File: src/rtl/spi_responder.sv
// spi_responder
// -------------
// Chip-side end of the control-board serial link: the 8-bit address / 8-bit
// data SPI protocol (mode 0, MSB first). spi_clk and spi_mosi are oversampled
// in the local clk domain. Register writes are committed to a small register
// file, and register reads are returned on spi_miso during the data byte.
// The same register file is readable locally through lcl_addr/lcl_rdata.
//
// Ports
//   clk          IP clock, all flops on its rising edge
//   rst          synchronous active-high reset
//   spi_clk      serial clock from the driver (idles low, asynchronous to clk)
//   spi_mosi     serial data from the driver
//   spi_miso     serial data to the driver
//   lcl_addr     local read index
//   lcl_rdata    register[lcl_addr], registered, 0x00 when out of range
//   wr_strobe    one-cycle pulse when a write commits
//   wr_addr      index of the last committed write (held)
//   wr_data      data of the last committed write (held)
//   frame_error  one-cycle pulse when a partial frame is abandoned on timeout
//
// Parameters
//   N_REGS        implemented registers, indices 0..N_REGS-1 (N_REGS <= 128)
//   IDLE_TIMEOUT  clk cycles without an spi_clk edge before a partial frame
//                 is abandoned

module spi_responder #(
   parameter int N_REGS       = 16,
   parameter int IDLE_TIMEOUT = 256
) (
   input  logic       clk,
   input  logic       rst,
   input  logic       spi_clk,
   input  logic       spi_mosi,
   output logic       spi_miso,
   input  logic [6:0] lcl_addr,
   output logic [7:0] lcl_rdata,
   output logic       wr_strobe,
   output logic [6:0] wr_addr,
   output logic [7:0] wr_data,
   output logic       frame_error
);

   localparam int IDX_W = (N_REGS > 1) ? $clog2(N_REGS) : 1;
   localparam int TO_W  = $clog2(IDLE_TIMEOUT + 1);

   localparam logic [7:0]      N_REGS_L = 8'(N_REGS);
   localparam logic [TO_W-1:0] TO_LAST  = TO_W'(IDLE_TIMEOUT - 1);

   localparam logic [1:0] ST_IDLE   = 2'd0;
   localparam logic [1:0] ST_ADDR   = 2'd1;
   localparam logic [1:0] ST_DATA   = 2'd2;
   localparam logic [1:0] ST_COMMIT = 2'd3;

   logic [7:0] regs [N_REGS];

   logic spi_clk_meta;
   logic spi_clk_sync;
   logic spi_clk_prev;
   logic mosi_meta;
   logic mosi_sync;

   logic clk_rise;
   logic clk_fall;

   logic [1:0]      state;
   logic [4:0]      bit_cnt;
   logic [7:0]      rx_shift;
   logic [7:0]      tx_shift;
   logic            cur_wr;
   logic [6:0]      cur_idx;
   logic [TO_W-1:0] to_cnt;

   logic [7:0] rx_byte;
   logic [6:0] rx_idx;
   logic       rx_idx_ok;
   logic       cur_idx_ok;
   logic       lcl_addr_ok;
   logic [7:0] rd_val;
   logic       timeout;

   // Two-flop synchronizers on both serial inputs; the extra spi_clk flop
   // holds the previous synchronized level so edges can be detected. Both
   // paths have equal depth, so mosi stays aligned with its clock edge.
   always_ff @(posedge clk) begin
      if (rst) begin
         spi_clk_meta <= 1'b0;
         spi_clk_sync <= 1'b0;
         spi_clk_prev <= 1'b0;
         mosi_meta    <= 1'b0;
         mosi_sync    <= 1'b0;
      end else begin
         spi_clk_meta <= spi_clk;
         spi_clk_sync <= spi_clk_meta;
         spi_clk_prev <= spi_clk_sync;
         mosi_meta    <= spi_mosi;
         mosi_sync    <= mosi_meta;
      end
   end

   assign clk_rise = spi_clk_sync & ~spi_clk_prev;
   assign clk_fall = ~spi_clk_sync & spi_clk_prev;

   // The byte as it will look once the bit arriving on this rise is shifted
   // in. On the 8th rise it is {wr, idx}, on the 16th rise the data byte.
   assign rx_byte = {rx_shift[6:0], mosi_sync};
   assign rx_idx  = rx_byte[6:0];

   assign rx_idx_ok   = ({1'b0, rx_idx}   < N_REGS_L);
   assign cur_idx_ok  = ({1'b0, cur_idx}  < N_REGS_L);
   assign lcl_addr_ok = ({1'b0, lcl_addr} < N_REGS_L);

   assign rd_val  = rx_idx_ok ? regs[rx_idx[IDX_W-1:0]] : 8'h00;
   assign timeout = (to_cnt == TO_LAST);

   // spi_miso is only driven during the data byte; tx_shift empties to zero
   // as it is shifted, and COMMIT/IDLE force the line low after the 16th rise.
   assign spi_miso = (state == ST_DATA) & tx_shift[7];

   // Frame sequencer, timeout supervision and register-file writes.
   // The register write, wr_strobe and wr_addr/wr_data all update on the
   // 16th rise edge, so wr_strobe is high during the COMMIT cycle and the
   // register already holds the new value while wr_strobe is high.
   always_ff @(posedge clk) begin
      if (rst) begin
         state       <= ST_IDLE;
         bit_cnt     <= 5'd0;
         rx_shift    <= 8'h00;
         tx_shift    <= 8'h00;
         cur_wr      <= 1'b0;
         cur_idx     <= 7'd0;
         to_cnt      <= '0;
         frame_error <= 1'b0;
         wr_strobe   <= 1'b0;
         wr_addr     <= 7'd0;
         wr_data     <= 8'h00;
         for (int i = 0; i < N_REGS; i++) begin
            regs[i] <= 8'h00;
         end
      end else begin
         frame_error <= 1'b0;
         wr_strobe   <= 1'b0;

         if (clk_rise) begin
            rx_shift <= rx_byte;
         end

         // Idle counter only runs while a frame is partially received.
         if (clk_rise || clk_fall || state == ST_IDLE || state == ST_COMMIT) begin
            to_cnt <= '0;
         end else begin
            to_cnt <= to_cnt + 1'b1;
         end

         case (state)
            ST_IDLE: begin
               if (clk_rise) begin
                  state   <= ST_ADDR;
                  bit_cnt <= 5'd1;
               end
            end

            ST_ADDR: begin
               if (clk_rise) begin
                  bit_cnt <= bit_cnt + 5'd1;
                  if (bit_cnt == 5'd7) begin
                     state    <= ST_DATA;
                     cur_wr   <= rx_byte[7];
                     cur_idx  <= rx_idx;
                     tx_shift <= rd_val;
                  end
               end else if (timeout) begin
                  state       <= ST_IDLE;
                  bit_cnt     <= 5'd0;
                  frame_error <= 1'b1;
               end
            end

            ST_DATA: begin
               if (clk_rise) begin
                  bit_cnt <= bit_cnt + 5'd1;
                  if (bit_cnt == 5'd15) begin
                     state <= ST_COMMIT;
                     if (cur_wr && cur_idx_ok) begin
                        regs[cur_idx[IDX_W-1:0]] <= rx_byte;
                        wr_strobe <= 1'b1;
                        wr_addr   <= cur_idx;
                        wr_data   <= rx_byte;
                     end
                  end
               end else if (clk_fall) begin
                  tx_shift <= {tx_shift[6:0], 1'b0};
               end else if (timeout) begin
                  state       <= ST_IDLE;
                  bit_cnt     <= 5'd0;
                  tx_shift    <= 8'h00;
                  frame_error <= 1'b1;
               end
            end

            default: begin
               // COMMIT lasts one cycle; a rise seen here is bit 1 of the
               // next frame so back-to-back frames lose nothing.
               if (clk_rise) begin
                  state   <= ST_ADDR;
                  bit_cnt <= 5'd1;
               end else begin
                  state   <= ST_IDLE;
                  bit_cnt <= 5'd0;
               end
            end
         endcase
      end
   end

   // Local read port, one cycle of latency, zero for unimplemented indices.
   always_ff @(posedge clk) begin
      if (rst) begin
         lcl_rdata <= 8'h00;
      end else begin
         lcl_rdata <= lcl_addr_ok ? regs[lcl_addr[IDX_W-1:0]] : 8'h00;
      end
   end

endmodule

File: config.mk
export PLATFORM = sky130hd
export DESIGN_NAME = spi_responder
export DESIGN_NICKNAME = d
export VERILOG_FILES = /design/src/rtl/spi_responder.sv
export SDC_FILE = /design/constraint.sdc
export NUM_CORES = 1
export LEC_CHECK = 0
export BUFFER_PORTS_ARGS = -buffer_cell sky130_fd_sc_hd__buf_4
export CORE_UTILIZATION = 45
export CTS_BUF_LIST = sky130_fd_sc_hd__clkbuf_8
export DETAILED_ROUTE_END_ITERATION = 8
export PLACE_DENSITY_LB_ADDON = 0.05
export SYNTH_ARGS = -nofsm -noshare
export SYNTH_HDL_FRONTEND = slang
export SYNTH_SLANG_ARGS = --single-unit
File: constraint.sdc
create_clock -name clk -period 7.7 [get_ports clk]
set_input_delay 1.155 -clock clk [delete_from_list [all_inputs] [get_ports clk]]
set_output_delay 1.155 -clock clk [all_outputs]
set_load 0.1 [all_outputs]
==> summary.md, run 1 <==
| Metric | Value |
|---|---|
| Outcome | finished clean |
| Setup bufs post-CTS | 0 |
| Worst slew pin tran | ~1200 ps |
| Initial antenna violation count | 0 |
| Adder-Cell Fraction of Synth Area | about 1.4% |
| Slew HR | about a fifth |
| Antenna viol nets, final | 0 |
| PortBufs | 36 |
| Tcrit/Tclk final | 42.7% |
| Yosys cell types | 55 |
| Commonest cells in the netlist | and2_1, edfxtp_1, dfxtp_1, mux4_2, nand2_1 |
| Final hold vios | 0 |
| Post-route cell area | ~11,000 um^2 |
| Initial Utilization | a little under half |
| Final setup violation count | 0 |
| Post-Layout Cell Count | ~1,000 |
| Crit start category | flop |
| RR Startpoint | spi_clk_prev |
| Dominant cell by count in the synthesized netlist | and2_1 |
| Via density | just under 6 |
| Logic pwr share | about 7.3% |
| Clk pwr share | 33.9% |
| Htree depth | 4 |
| Synth Area in Simple Gates | 17.5% |
| CP max FO | 22 |
| Average cell area after synthesis | between 10 and 15 um^2 |
| Die area | roughly 22,000 um^2 |
| Synth area leader | edfxtp_1 |
| Synth Area in Compound Gates | under 10% |
| Worst skew pair latency | between 400 and 500 ps |
| Post-CTS Hold Buffers | 0 |
| Ports | 37 |
| Die width | 150 um |
| Syn nets | 762 |
| Xor/xnor share of the synthesized area | less than 1% |
| Static leakage | around 0.0037 uW |
| Area of the multi-input gates | 4270 um^2 |
| RSZ-0062 raised after global routing | no |
| Mapped Area | 9790 um^2 |
| Clock transition at the registers of the reported paths | about 110 ps |
| R2R Path End | regs[11][5] |
| Net Sw Power | between 500 and 600 uW |
| Post-synthesis mux area share | around 20% |
| Max-slew violations | 0 |
| Worst EP required | 7790 ps |
| Top cell type's share of synthesized area | about two fifths |
| Number of clock sinks | between 150 and 200 |
| Ys async rst share | 0% |
| Pwr Density | 188 nW/um^2 |
| GRT Residual Overflow | 0 |
| Post-synth EDFFs | about 130 |
| Largest net degree at the start of global routing | 67 |
| Max VDD drop | between 0.00009 and 0.0001 V |
| Post-cts resize count | 0 |
| Vias in the first global route | just over 6,000 |
| Hpwl dp | roughly 19,000 um |
| R2R Setup Slk | 4410 ps |
| Chip Height | roughly 150 um |
| Minimum clock period | about 3300 ps |
| Area growth, synth to finish | 8.25% |
| Dpl cells | between 1,000 and 1,500 |
| Clk root buf | clkbuf_8 |
| Final nets | approximately 770 |
| CP Class | flop to flop |
| RD Place Congestion | between 0.9 and 1 |
| Placed cell area | 10,200 um^2 |
| Hold path cells | 1 |
| Final WL | roughly 26,000 um |
| Yosys synthesis warning count | 0 |
| Top FF cell, synth | edfxtp_1 |
| Fillers | approximately 1,800 |
| Synthesized instance count | 740 |
| Power Internal | 1480 uW |
| Worst Hold Path EP | to_cnt[0] |
| Fmax | 304 MHz |
| Post-synthesis sequential element count | roughly 200 |
| Post-synthesis sequential area ratio | a little over half |
| Max clock buf depth | 2 |
| TNS Setup | 0 ps |
| CTS tree | built |
| R2R depth | 5 |
| Antenna cell count | 0 |
| Flop pwr share | about three fifths |
| Detailed-router iteration count before antenna repair | 5 |
| Core ar. | roughly 21,000 um^2 |
| Switching share of power | around a quarter |
| Global-route wire length before repair | between 30,000 and 40,000 um |
| Layout cell share with drive strength beyond 1 | 24.0% |
| Max Cap Viol | 0 |
| Area contributors post-synth | edfxtp_1, mux4_2, dfxtp_1, and2_1, mux2i_1 |
| Main combinational cell family by area after synthesis | multiplexers |
| Gr usage total | 24.7% |
| HP Class | flop to flop |
| Via Count | between 6,000 and 7,000 |
| Iter 0 DRT Violations | a little under 700 |
| Site row count | 53 |
| Inserted Clock Buffers | 17 |
| Layout Skew | around 17 ps |
| Worst Setup End Kind | flop |
| FF+latch area | roughly 5200 um^2 |
| DRC errors left | 0 |
| Arrival time worst endpoint | 3380 ps |
| Hold path start | to_cnt[0] |
| Wire per inst | 25.2 um |
## placed cells by master, fill, tap and decap left out, types with 7 or more instances in the layout
master	n
nand3_1	7
mux4_2	64
a21oi_1	30
nor3_4	8
a22oi_1	7
edfxtp_1	128
and2_1	129
nand2_1	40
or2_2	13
nor2_1	25
mux2i_1	39
o22ai_1	15
o21ai_0	16
mux2_2	8
dfxtp_1	66
nor2b_1	7
clkbuf_8	17
buf_4	42
inv_1	11
and3_1	7
ha_1	11
## critical path, cell delays in order (launching register included)
cell and delay (ps):
dfxtp_1 340, inv_1 60, ha_1 710, and4b_1 450, nand4_1 340, o21ai_0 1000
## how the worst max path moves through the flow
| stage | start | endpoint | slack (ps) |
|---|---|---|---|
| detailed placement | rst | regs[11][5] | 4140 |
| global placement | rst | regs[6][1] | 4200 |
| floorplan | rst | regs[15][0] | 4920 |
| global route | spi_clk_prev | regs[15][0] | 4160 |
| finish | spi_clk_prev | regs[11][5] | 4410 |
| CTS | spi_clk_prev | regs[14][2] | 4420 |
## through the flow
step / total power (uW) / setup WS (ps) / hold slack [ps] / util [%]
after CTS: 2010 / 4420 / 459 / 50.1
after detailed placement: 1340 / 4140 / 427 / 48.2
final: 2000 / 4410 / 449 / 50.1
after global routing: 2060 / 4160 / 469 / 50.1
after global placement: 1340 / 4200 / 424 / 48.2
after floorplan: 1290 / 4920 / 413 / -
## final cells by class
class                           count  share of cell area (%)
Tap cell                          275                    3.25
Multi-Input combinational cell    479                    40.2
Clock buffer                       17                    2.21
Timing Repair Buffer               42                    2.97
Inverter                           12                   0.425
Clock inverter                     15                    1.58
Sequential cell                   197                    49.3
## layer usage
| layer | GRT usage (%) | wire [um] | vias up | share of wire [%] |
|---|---|---|---|---|
| met3 | 4.82 | 1770 | 28 | 6.8 |
| li1 | - | - | 2764 | - |
| met2 | 40.0 | 12700 | 266 | 49 |
| met1 | 33.7 | 11200 | 3117 | 43 |
| met5 | 0 | 0 | - | 0 |
| met4 | 7.24 | 427 | 0 | 1.6 |
## sequential cells by signal (all words and copies together), names as in the netlist, 2 cells and up
register and count:
bit_cnt 5, cur_idx 7, lcl_rdata 8, regs 128, rx_shift 7, state 2
to_cnt 9, tx_shift 8, wr_addr 7, wr_data 8
## power groups by stage
| stage | Sequential [uW] | Clock [uW] | Combinational (uW) |
|---|---|---|---|
| 2_1_floorplan | 1190 | 0 | 106 |
| 3_3_place_gp | 1200 | 0 | 143 |
| 3_5_place_dp | 1200 | 0 | 145 |
| 4_1_cts | 1170 | 689 | 146 |
| 5_1_grt | 1180 | 728 | 156 |
| 6_report | 1170 | 677 | 145 |
## cell families after synthesis
kind of cell | count (synthesis)
AO/OA/AOI/OAI | 77
buffers and inverters | 64
adder cells (fa/ha/maj) | 11
multiplexers | 111
XOR/XNOR | 5
flip-flops | 197
AND/OR/NAND/NOR | 275
Power figures use the tool's default switching activity.
==> run 2: changes to the inputs <==
--- a/config.mk
+++ b/config.mk
@@ -5,6 +5,7 @@
 export SDC_FILE = /design/constraint.sdc
 export NUM_CORES = 1
 export LEC_CHECK = 0
+export ABC_AREA = 1
 export BUFFER_PORTS_ARGS = -buffer_cell sky130_fd_sc_hd__buf_4
 export CORE_UTILIZATION = 45
 export CTS_BUF_LIST = sky130_fd_sc_hd__clkbuf_8
==> constraint.sdc (replaced) <==
create_clock -name clk -period 3.3 [get_ports clk]
set_input_delay 0.495 -clock clk [delete_from_list [all_inputs] [get_ports clk]]
set_output_delay 0.495 -clock clk [all_outputs]
set_load 0.1 [all_outputs]
==> run 2 against run 1 <==
Fmax increased by 21%. Wire length increased by 15%. First-iteration DRC count increased by 47%. Non-clock buffer count increased by 27. Clock skew increased by 6.6 ps. Sequential power increased by 140%. Hold slack got worse by 240 ps. Utilization increased by 0.41 points. Combinational power increased to 5.8 times the previous value.
==> summary.md, run 2 <==
| Metric | Value |
|---|---|
| Outcome | finished clean |
| Ys async rst share | 0% (unchanged) |
| Most common library cell in the layout ignoring fill and taps | nand2_1 |
| Fmax | 368 MHz (+21%) |
| GRT Residual Overflow | 0 (unchanged) |
| Detailed-router iteration count before antenna repair | 5 (unchanged) |
| Syn nets | 1,289 (+69%) |
| Post-CTS Hold Buffers | 0 (unchanged) |
| Core ar. | 21,800 um^2 (+3.2%) |
| Gr usage total | 27.8% (+3.0 points) |
| Worst skew pair latency | 490 ps (+20 ps) |
| Die area | 22,800 um^2 (+2.2%) |
| Arrival time worst endpoint | 3140 ps (-240 ps) |
| Post-cts resize count | 0 (unchanged) |
| Area growth, synth to finish | 10.2% |
| Dpl cells | 1,543 (+54%) |
| Die width | 151 um (+1.1%) |
| Number of clock sinks | 197 (unchanged) |
| Net Sw Power | 1700 uW (+230%) |
| Chip Height | 151 um (+1.1%) |
| Clk root buf | clkbuf_8 |
| RD Place Congestion | 0.859 (-4.7%) |
| Dominant cell by count in the synthesized netlist | nand2_1 |
| Area contributors post-synth | edfxtp_1, dfxtp_1, nand2_1, nand3_1, nor2_1 |
| Top cell type's share of synthesized area | 38.4% (-0.85 points) |
| Synth area leader | edfxtp_1 |
| Max Cap Viol | 0 (unchanged) |
| Worst slew pin tran | 1200 ps (+22.4 ps) |
| Wire per inst | 19.2 um (-24%) |
| Flop pwr share | 53.2% (-5.6 points) |
| DRC errors left | 0 (unchanged) |
| Slew HR | 20.2% (-0.86 points) |
| PortBufs | 36 (unchanged) |
| Initial Utilization | 45.9% (-0.43 points) |
| Vias in the first global route | 7,671 (+26%) |
| Site row count | 54 (+1.9%) |
| Antenna viol nets, final | 0 (unchanged) |
| Final hold vios | 0 (unchanged) |
| Via Count | 8,627 (+40%) |
| Initial antenna violation count | 0 (unchanged) |
| Worst Setup End Kind | flop |
| Setup bufs post-CTS | 0 (unchanged) |
| Post-synthesis sequential area ratio | 52.2% (-1.2 points) |
| Commonest cells in the netlist | nand2_1, nor2_1, nand3_1, inv_1, edfxtp_1 |
| Crit start category | flop |
| Max-slew violations | 0 (unchanged) |
| Biggest regs | regs x128, to_cnt x9 |
| Logic pwr share | 15.9% (+8.6 points) |
| Mapped Area | 10,000 um^2 (+2.2%) |
| Clock transition at the registers of the reported paths | 120 ps (about the same) |
| RSZ-0062 raised after global routing | no |
| Tcrit/Tclk final | 82.4% (+40 points) |
| Inserted Clock Buffers | 17 (unchanged) |
| CTS tree | built |
| Minimum clock period | 2720 ps (-570 ps) |
| Top reg by flops | regs |
| Antenna cell count | 0 (unchanged) |
| Iter 0 DRT Violations | 997 (+47%) |
| TNS Setup | 0 ps (unchanged) |
| Via density | 5.48 (-8.0%) |
| Hpwl dp | 20,000 um (+8.0%) |
| CP max FO | 16 (-27%) |
| Htree depth | 4 (unchanged) |
| Post-synth EDFFs | 128 (unchanged) |
| CP Class | flop to flop |
| Layout Skew | 23.9 ps (+6.59 ps) |
| Final nets | 1,304 (+69%) |
| Worst EP required | 3720 ps (-4070 ps) |
| Yosys cell types | 32 (-42%) |
| Final setup violation count | 0 (unchanged) |
| Static leakage | 0.00444 uW (+21%) |
| Top FF cell, synth | edfxtp_1 |
| Layout cell share with drive strength beyond 1 | 9.81% (-14 points) |
| Average cell area after synthesis | 7.90 um^2 (-40%) |
| Max clock buf depth | 2 (unchanged) |
| Post-Layout Cell Count | 1,575 (+52%) |
| Largest net degree at the start of global routing | 81 (+21%) |
| Clk pwr share | 31.0% (-2.9 points) |
| Global-route wire length before repair | 46,100 um (+18%) |
| Fillers | 2,169 (+19%) |
| Max FFs per register | 128 (unchanged) |
| Post-synthesis sequential element count | 197 (unchanged) |
| Pwr Density | 482 nW/um^2 (+160%) |
| Ports | 37 (unchanged) |
| Synthesized instance count | 1,267 (+71%) |
| Switching share of power | 32.1% (+6.2 points) |
| Max VDD drop | 0.000223 V (+130%) |
| HP Class | primary input to flop |
| Commonest cells after routing, fill and taps aside | nand2_1, nor2_1, nand3_1 |
| Final WL | 30,200 um (+15%) |
| Yosys synthesis warning count | 0 (unchanged) |
| Power Internal | 3610 uW (+140%) |
-- run 2: area by class of cell --
type                            count  area [um^2]  share of cell area (%)
Clock inverter                     14          175                    1.59
Clock buffer                       18          248                    2.25
Timing Repair Buffer               69          531                    4.81
Inverter                          165          619                    5.62
Sequential cell                   197         5230                    47.4
Tap cell                          280          350                    3.18
Multi-Input combinational cell    832         3880                    35.2
-- run 2: path summary, 6_finish.rpt --
check	startpoint	to	slack (ps)	cells after the start
hold / removal	spi_clk	spi_clk_meta	200	3
setup reg to reg	to_cnt[0]	tx_shift[5]	580	12
hold reg to reg	mosi_meta	mosi_sync	420	2
setup / recovery	to_cnt[0]	tx_shift[5]	580	12
-- run 2: metrics by stage --
step	area (um^2)	power (uW)	hold slack [ps]	setup slack, ps	util, %
after floorplan	10000	3470	388	1100	-
after global placement	10600	3710	409	689	48.6
after detailed placement	10600	3710	411	606	48.6
after CTS	11000	5330	187	570	50.5
after global routing	11000	5550	195	266	50.5
final	11000	5310	204	580	50.5
-- run 2: per-layer routing --
metal	track usage (%)	part of all wire (%)	routed length (um)	vias up
met3	4.85	7.6	2290	45
li1	-	-	-	4168
met4	9.25	2.5	764	0
met1	41.4	47	14100	4066
met5	0	0	0	-
met2	40.3	43	13000	348
-- run 2: worst max-delay path, stage by stage (launching register included) --
cell and delay (ps):
dfxtp_1 380, ha_1 190, nand2_1 70, nor2_1 150
nand3_1 130, nor3_1 160, ha_1 310, nor3_1 90
nor2_1 110, nand2_1 290, nor2_1 520, nand2_1 100
a21oi_1 150
-- run 2: cells by family (layout without fill, tap and decap cells) --
family,after synthesis,after routing,synth area share (%)
xor gates and xnor gates,1,1,0.0875
adders and majority gates,11,11,1.37
AOI/OAI and AO/OA,207,207,10.7
DFF,197,197,52.2
buffers and inverters,238,266,9.06
and+or+nand+nor,613,613,26.6
-- run 2: power by group through the flow --
stage	clock network, uW	logic, uW	registers, uW
3_3_place_gp	0	829	2880
4_1_cts	1670	836	2820
3_5_place_dp	0	831	2880
5_1_grt	1760	947	2840
6_report	1650	844	2820
2_1_floorplan	0	604	2870
